--- src/rtl/hazard_unit.sv ---
// Hazard unit for the 16-bit five-stage pipeline: load-use bubbles, taken-branch
// flushes and shared-memory freezes, plus a saturating stall-cycle counter.
module hazard_unit #(
    parameter int REG_W        = 3,
    parameter int RX_LSB       = 8,
    parameter int RY_LSB       = 5,
    parameter int LOAD_BUBBLES = 1,
    parameter int CNT_W        = 16
) (
    input  logic             HU_clk,
    input  logic             HU_rst,
    input  logic [15:0]      HU_instruction,
    input  logic             HU_rxUsed,
    input  logic             HU_ryUsed,
    input  logic [1:0]       HU_memRead_IDEX,
    input  logic [REG_W-1:0] HU_Rx_IDEX,
    input  logic [REG_W-1:0] HU_Ry_IDEX,
    input  logic             HU_branchTaken_EX,
    input  logic             HU_memBusy,
    output logic             HU_PCWrite,
    output logic             HU_IFIDWrite,
    output logic             HU_addBubble,
    output logic             HU_IFIDFlush,
    output logic             HU_pipeHold,
    output logic [CNT_W-1:0] HU_stallCount
);

    typedef enum logic {
        IDLE,
        LOAD_STALL
    } state_t;

    localparam logic [2:0]       BUBBLES_M1 = 3'(LOAD_BUBBLES - 1);
    localparam logic [CNT_W-1:0] CNT_MAX    = '1;

    state_t           state_q, state_d;
    logic [2:0]       bub_cnt_q, bub_cnt_d;
    logic [CNT_W-1:0] stall_cnt_q, stall_cnt_d;

    logic [REG_W-1:0] rx_id, ry_id;
    logic [REG_W-1:0] load_dest;
    logic             load_dest_valid;
    logic             load_use;
    logic             stall_req;

    assign rx_id = HU_instruction[RX_LSB +: REG_W];
    assign ry_id = HU_instruction[RY_LSB +: REG_W];

    // LW writes Ry, LWSP writes Rx; the other two codes are not loads.
    always_comb begin
        load_dest       = '0;
        load_dest_valid = 1'b0;
        unique case (HU_memRead_IDEX)
            2'b01: begin
                load_dest       = HU_Ry_IDEX;
                load_dest_valid = 1'b1;
            end
            2'b10: begin
                load_dest       = HU_Rx_IDEX;
                load_dest_valid = 1'b1;
            end
            default: begin
                load_dest       = '0;
                load_dest_valid = 1'b0;
            end
        endcase
    end

    assign load_use = load_dest_valid &&
                      ((HU_rxUsed && (load_dest == rx_id)) ||
                       (HU_ryUsed && (load_dest == ry_id)));

    // Once in LOAD_STALL, ID/EX already holds a bubble, so the IDEX inputs are ignored.
    assign stall_req = (state_q == LOAD_STALL) || load_use;

    always_ff @(posedge HU_clk or negedge HU_rst) begin
        if (!HU_rst) begin
            state_q     <= IDLE;
            bub_cnt_q   <= 3'd0;
            stall_cnt_q <= '0;
        end else begin
            state_q     <= state_d;
            bub_cnt_q   <= bub_cnt_d;
            stall_cnt_q <= stall_cnt_d;
        end
    end

    always_comb begin
        state_d   = state_q;
        bub_cnt_d = bub_cnt_q;
        if (HU_memBusy) begin
            state_d   = state_q;
            bub_cnt_d = bub_cnt_q;
        end else if (HU_branchTaken_EX) begin
            state_d   = IDLE;
            bub_cnt_d = 3'd0;
        end else if (state_q == LOAD_STALL) begin
            if (bub_cnt_q == 3'd1) begin
                state_d   = IDLE;
                bub_cnt_d = 3'd0;
            end else begin
                bub_cnt_d = bub_cnt_q - 3'd1;
            end
        end else if (load_use && (LOAD_BUBBLES > 1)) begin
            state_d   = LOAD_STALL;
            bub_cnt_d = BUBBLES_M1;
        end
    end

    // Reset forces a frozen pipeline; otherwise memBusy > branch > load stall > normal.
    always_comb begin
        HU_PCWrite   = 1'b1;
        HU_IFIDWrite = 1'b1;
        HU_addBubble = 1'b0;
        HU_IFIDFlush = 1'b0;
        HU_pipeHold  = 1'b0;
        if (!HU_rst || HU_memBusy) begin
            HU_PCWrite   = 1'b0;
            HU_IFIDWrite = 1'b0;
            HU_pipeHold  = 1'b1;
        end else if (HU_branchTaken_EX) begin
            HU_IFIDFlush = 1'b1;
            HU_addBubble = 1'b1;
        end else if (stall_req) begin
            HU_PCWrite   = 1'b0;
            HU_IFIDWrite = 1'b0;
            HU_addBubble = 1'b1;
        end
    end

    always_comb begin
        stall_cnt_d = stall_cnt_q;
        if (!HU_PCWrite && (stall_cnt_q != CNT_MAX)) begin
            stall_cnt_d = stall_cnt_q + CNT_W'(1);
        end
    end

    assign HU_stallCount = stall_cnt_q;

endmodule
--- config.mk ---
export PLATFORM = sky130hd
export DESIGN_NAME = hazard_unit
export DESIGN_NICKNAME = d
export VERILOG_FILES = /design/src/rtl/hazard_unit.sv
export SDC_FILE = /design/constraint.sdc
export NUM_CORES = 1
export LEC_CHECK = 0
export ABC_CLOCK_PERIOD_IN_PS = 2700
export BUFFER_PORTS_ARGS = -buffer_cell sky130_fd_sc_hd__buf_4
export CAP_MARGIN = 20
export CORE_MARGIN = 2
export CORE_UTILIZATION = 49
export CTS_CLUSTER_SIZE = 8
export DETAILED_ROUTE_END_ITERATION = 7
export PLACE_DENSITY = 0.8
export SLEW_MARGIN = 15
export SYNTH_ARGS = -nofsm -noshare
export SYNTH_HDL_FRONTEND = slang
export SYNTH_SLANG_ARGS = --single-unit
--- constraint.sdc ---
create_clock -name HU_clk -period 2.7 [get_ports HU_clk]
set_input_delay 0.27 -clock HU_clk [delete_from_list [all_inputs] [get_ports HU_clk]]
set_output_delay 0.27 -clock HU_clk [all_outputs]
set_load 0.01 [all_outputs]
==> impl_metrics.yaml, run 1 <==
run_status:
  run_status: "completed"
clock_network:
  clock_latency_ps: 300
  htreeDepth: 1
  cts_buffers: 3
  path_clk_slew_ps: 100
  cts_buffer_depth: 2
  cts_setup_buffers: 0
  cts_root_buf: "clkbuf_4"
  cts_tree: "done"
  clock-sinks: 20
worst_setup_path:
  cpMostUsedCell: "buf_4"
  cp-end-kind: "output pin"
  worstSetupStartpointType: "primary input"
  worstSetupPathType: "primary input to output pin"
  critPathMaxFanout: 12
  worstPathRequired_ps: 2430
  crit_slowest_cell: "ha_1"
  critPathTopFamily: "compound AO/OA/AOI/OAI gates"
  critPathMaxStageDelay_ps: 340
  cp.arrival_ps: 2270
  worstPathCellList: "buf_4, inv_1, ha_1, buf_4, or2_2, o32a_1, a41oi_2, o311ai_4, nand2_1, buf_4"
  crit_buf_inv: 4
sta:
  max_freq_mhz: 394
  slew_viol_final: 0
  finalHoldViolCount: 0
  finalCriticalPeriod_ps: 2540
  setup-tns-final_ps: 0
  setup_viol: 0
  final.period_utilization_pct: 94.0
  finClkSkew_ps: 3.56
  worst_pin_slew_ps: 606
  grt_setup_unrepaired: "false"
  slew_headroom_pct: 59.5
yosys:
  synth_seq_area_share_pct: 36.8
  async_reset_ff_share_pct: 100
  ys_warn_count: 0
  yosysUniqueCellTypes: 44
  synth_area_sq_um: 1360
  synth-main-ff-cell: "dfrtp_1"
  synth_area_per_cell_sq_um: 9.99
  synthCells: 136
  synth_edf_count: 0
  ys_ff_latch: 20
  synth_nets: 171
cells_and_area:
  drive_gt1_share_pct: 33.3
  n_antenna_cell: 0
  stdcell_count: 208
  finalNetCount: 214
  final_cell_mix: "41 x buf_4, 20 x dfrtp_1, 8 x inv_1, 8 x nand2_1, 8 x nand3_1"
  area_delta_synth_final_pct: 26.1
  design_area_sq_um: 1710
  final_common_cell: "buf_4"
  fillers: 233
floorplan:
  rows: 19
  coreArea_sq_um: 2690
  die_y_microns: 56.7
  dieArea_sq_um: 3210
  die_w_microns: 56.7
  initial_core_util_pct: 50.6
  top_level_ports: 51
global_route:
  grt_max_degree: 22
  antenna_found_initial: 0
  overflow: 0
  grt_pass1_vias: 1155
  grt_pass1_wl_microns: 4960
  grt_util_all_layers_pct: 19.8
placement:
  port-buffer-count: 40
  post-dp-hpwl_microns: 2440
  place_area_sq_um: 1670
  place_congestion: 0.725
  dp.cells: 204
hold_path:
  hold_class: "primary input to register"
power_and_ir_drop:
  cellLeakagePower_nw: 0.754
  p_per_area_nw_per_um2: 572
  ir_drop_mv: 0.553
detailed_routing:
  antenna_left: 0
  wl_per_cell_microns: 14.7
  drt-pass1-iter-count: 6
  vias_per_cell: 5.73
  vias: 1192
  drt_iter0_markers: 33
  drc: 0
  wirelength_microns: 3050
job:
  max_cap_violations: 0
[registers in the layout (all words and copies together) (netlist names)]
name           flops
bub_cnt_q          3
state_q            1
HU_stallCount     16
[synth_stat cells (all sizes together), types with 2 or more instances]
cell	count	area, sq um
xnor2	7	61.3
inv	8	30.0
nand3	8	40.0
or3b	2	17.5
mux2	3	41.3
o21ai	4	20.0
xor2	7	61.3
and4	3	26.3
a22oi	3	37.5
nand2	9	36.3
and3	3	18.8
a21oi	4	20.0
buf	4	35.0
nand3b	3	22.5
dfrtp	20	500
or2	3	21.3
nor2	5	18.8
a211oi	5	37.5
nand4	8	65.1
nor4	2	12.5
nor2b	2	12.5
and2	2	12.5
ha	5	62.6
nand2b	2	12.5
[repair_timing]
action / 4_1_cts / 5_1_grt
resized for setup: 1 / 0
hold buffers: 1 / 0
endpoints found under the hold margin: 20 / 0
setup endpoints to repair: 2 / 0
[kinds of logic (layout without fill, tap and decap cells)]
kind of cell | after synthesis | count (layout) | share of synthesized area (%)
compound gates | 26 | 26 | 15.7
buf+inv | 12 | 53 | 4.79
fa+ha+maj | 5 | 5 | 4.60
simple gates | 55 | 55 | 25.3
mux | 4 | 4 | 3.78
xor+xnor | 14 | 14 | 9.02
flops | 20 | 20 | 36.8
[power breakdown]
group	leakage (nW)	switching, mW	internal [mW]
Combinational	0.500	0.173	0.211
Clock	0.0138	0.0852	0.0520
Sequential	0.240	0.0914	0.367
Total	0.754	0.350	0.629
[per-layer routing]
layer / share of wire [%] / GRT usage, % / vias to the layer above
met4: 1.6 / 7.14 / 0
met5: 0 / 0 / -
met1: 40 / 21.2 / 564
met3: 5.4 / 1.84 / 5
li1: - / - / 578
met2: 53 / 39.2 / 45
[path summary, 6_finish.rpt]
kind,from,to,slack (ps),depth (start not counted)
max,HU_memRead_IDEX[0],HU_IFIDWrite,160,10
min,HU_branchTaken_EX,bub_cnt_q[0],210,2
max reg2reg,HU_stallCount[0],HU_stallCount[10],820,7
min reg2reg,bub_cnt_q[0],bub_cnt_q[0],530,1
max in group asynchronous,HU_rst,HU_stallCount[6],2110,2
min in group asynchronous,HU_rst,HU_stallCount[3],380,2
[metrics by stage]
stage	power, mW	setup WS (ps)	utilization, %	hold slack, ps
final	0.979	162	63.8	213
after detailed placement	0.846	-43.4	62.2	166
after global routing	1.04	58.2	63.8	218
after floorplan	0.664	467	-	-25.6
after global placement	0.817	-4.43	62.2	161
after CTS	0.986	144	63.8	211
[area by class of cell]
| cell class | instances | area [sq um] | area share (%) |
|---|---|---|---|
| Multi-Input combinational cell | 104 | 803 | 46.9 |
| Sequential cell | 20 | 500 | 29.2 |
| Timing Repair Buffer | 42 | 318 | 18.6 |
| Tap cell | 31 | 38.8 | 2.26 |
| Inverter | 8 | 30.0 | 1.75 |
| Clock buffer | 3 | 22.5 | 1.31 |
No activity file was read; power rests on OpenSTA's default activity.
==> run 2: changes to the inputs <==
--- a/config.mk
+++ b/config.mk
@@ -13,6 +13,7 @@
 export CTS_CLUSTER_SIZE = 8
 export DETAILED_ROUTE_END_ITERATION = 7
 export PLACE_DENSITY = 0.8
+export REMOVE_ABC_BUFFERS = 1
 export SLEW_MARGIN = 15
 export SYNTH_ARGS = -nofsm -noshare
 export SYNTH_HDL_FRONTEND = slang
==> run 2 against run 1 <==
  * Fmax grew 1.2%
  * Non-clock buffer count is the same
  * Clock skew rose by 5.2 ps
  * Count of clock-buffer cells in the layout stayed put
  * Via count down 0.50%
  * Register-to-register slack got worse by 30 ps
  * Total power up 9.9%
  * Worst hold slack got worse by 21 ps
  * Flip-flop and latch count did not move
  * Largest cell class unchanged
  * Highest routed layer unchanged
==> impl_metrics.yaml, run 2 (synthesis results as in run 1) <==
worst_setup_path:
  critPathTopFamily: "compound AO/OA/AOI/OAI gates"
  r2r-start: "HU_stallCount[0]"
  crit_slowest_cell: "ha_1"
  cp-end-kind: "output pin"
  critPathMaxFanout: 12
  worstSetupPathType: "primary input to output pin"
  cp.arrival_ps: 2240
  r2r_end: "HU_stallCount[10]"
  path_depth: 10
  worstSetupStartpointType: "primary input"
  startpoint: "HU_memRead_IDEX[0]"
  crit_buf_inv: 4
  reg2reg_depth: 7
  critPathMaxStageDelay_ps: 340
  worstPathRequired_ps: 2430
  worstPathCellList: "buf_4, inv_1, ha_1, buf_4, or2_2, o32a_1, a41oi_2, o311ai_4, nand2_1, buf_4"
  reg2reg_slack_ps: 790
  cpMostUsedCell: "buf_4"
cells_and_area:
  stdcell_count: 209
  n_antenna_cell: 0
  drive_gt1_share_pct: 33.7
  final_common_cell: "buf_4"
  design_area_sq_um: 1740
  finalNetCount: 214
  largest_register_ffs: 16
  fin_util_pct: 64.9
  area_delta_synth_final_pct: 28.3
  final_cell_mix: "41 x buf_4, 20 x dfrtp_1, 8 x inv_1, 8 x nand2_1, 8 x nand3_1"
global_route:
  grt_util_all_layers_pct: 19.4
  grt_max_degree: 22
  antenna_found_initial: 0
  overflow: 0
  grt_pass1_wl_microns: 5010
  grt_pass1_vias: 1165
power_and_ir_drop:
  ir_drop_mv: 0.597
  total_power_mw: 1.08
  p_per_area_nw_per_um2: 617
  cellLeakagePower_nw: 0.768
clock_network:
  cts_buffer_depth: 2
  cts_tree: "done"
  cts_buffers: 3
  clock_latency_ps: 310
  htreeDepth: 1
  path_clk_slew_ps: 120
  cts_root_buf: "clkbuf_4"
  clock-sinks: 20
hold_path:
  whs_endpoint: "bub_cnt_q[0]"
  whs_path_depth: 2
  min-delay-start: "HU_branchTaken_EX"
  hold_class: "primary input to register"
detailed_routing:
  wirelength_microns: 2910
  drc: 0
  wl_per_cell_microns: 13.9
  vias_per_cell: 5.67
  antenna_left: 0
  drt_iter0_markers: 44
  drt-pass1-iter-count: 4
  vias: 1186
placement:
  port-buffer-count: 40
  dp.cells: 204
  post-dp-hpwl_microns: 2230
  place_area_sq_um: 1670
  place_congestion: 0.759
sta:
  finalCriticalPeriod_ps: 2510
  final.period_utilization_pct: 92.9
  slew_viol_final: 0
  setup_viol: 0
  finClkSkew_ps: 8.75
  worst_pin_slew_ps: 639
  max_freq_mhz: 399
  grt_setup_unrepaired: "false"
  slew_headroom_pct: 57.3
  finalHoldViolCount: 0
run_status:
  run_status: "completed"
floorplan:
  die_w_microns: 56.7
  top_level_ports: 51
  coreArea_sq_um: 2690
  initial_core_util_pct: 50.6
  dieArea_sq_um: 3210
  die_y_microns: 56.7
  rows: 19
job:
  max_cap_violations: 0
-- run 2: cell types whose count changed in the layout (fill, tap and decap cells not counted) --
cell       change
bufinv_16      +1
-- run 2: cell type report --
cell class                      instances  area, sq um
Clock buffer                            3         22.5
Inverter                                8         30.0
Multi-Input combinational cell        104          803
Clock inverter                          1         30.0
Tap cell                               31         38.8
Sequential cell                        20          500
Timing Repair Buffer                   42          318
Fill cell                             218          943
-- run 2: timing repair --
action                                 CTS  global route
hold buffers                             1             0
setup buffers                            0             0
setup endpoints to repair                2             0
resized for setup                        1             0
endpoints found under the hold margin   20             0
-- run 2: routing by layer --
layer  GRT usage, %  up-vias  wire length (microns)  part of all wire (%)
li1               -      581                      -                     -
met1           23.7      565                   1230                    42
met2           35.4       36                   1510                    52
met3           1.61        4                    137                   4.7
met4           6.80        0                     38                   1.3
met5              0        -                      0                     0
-- run 2: how the worst max path moves through the flow --
| stage | to | slack (ps) |
|---|---|---|
| global placement | HU_IFIDWrite | -60 |
| finish | HU_IFIDWrite | 190 |
| detailed placement | HU_IFIDWrite | -80 |
| CTS | HU_IFIDWrite | 190 |
| global route | HU_IFIDWrite | 30 |
| floorplan | HU_stallCount[1] | 300 |
-- run 2: through the flow --
| stage | setup slack [ps] | TNS [ps] | hold slack, ps |
|---|---|---|---|
| detailed placement | -84.7 | -355 | 171 |
| global route | 27.7 | 0 | 193 |
| global placement | -62.0 | -168 | 163 |
| CTS | 191 | 0 | 185 |
| floorplan | 301 | 0 | -25.6 |
| finish | 192 | 0 | 192 |
-- run 2: power by group --
| group | switching (mW) | internal (mW) | total [mW] |
|---|---|---|---|
| Combinational | 0.163 | 0.210 | 0.374 |
| Sequential | 0.0881 | 0.367 | 0.455 |
| Clock | 0.0977 | 0.150 | 0.248 |
| Total | 0.349 | 0.727 | 1.08 |
-- run 2: worst reg2reg max path, stage by stage (launching register included) --
cell	delay, ps
dfrtp_1	430
ha_1	250
nand2_1	70
nor2_1	330
nand4_1	200
nand3_1	140
and4bb_1	230
xor2_1	140
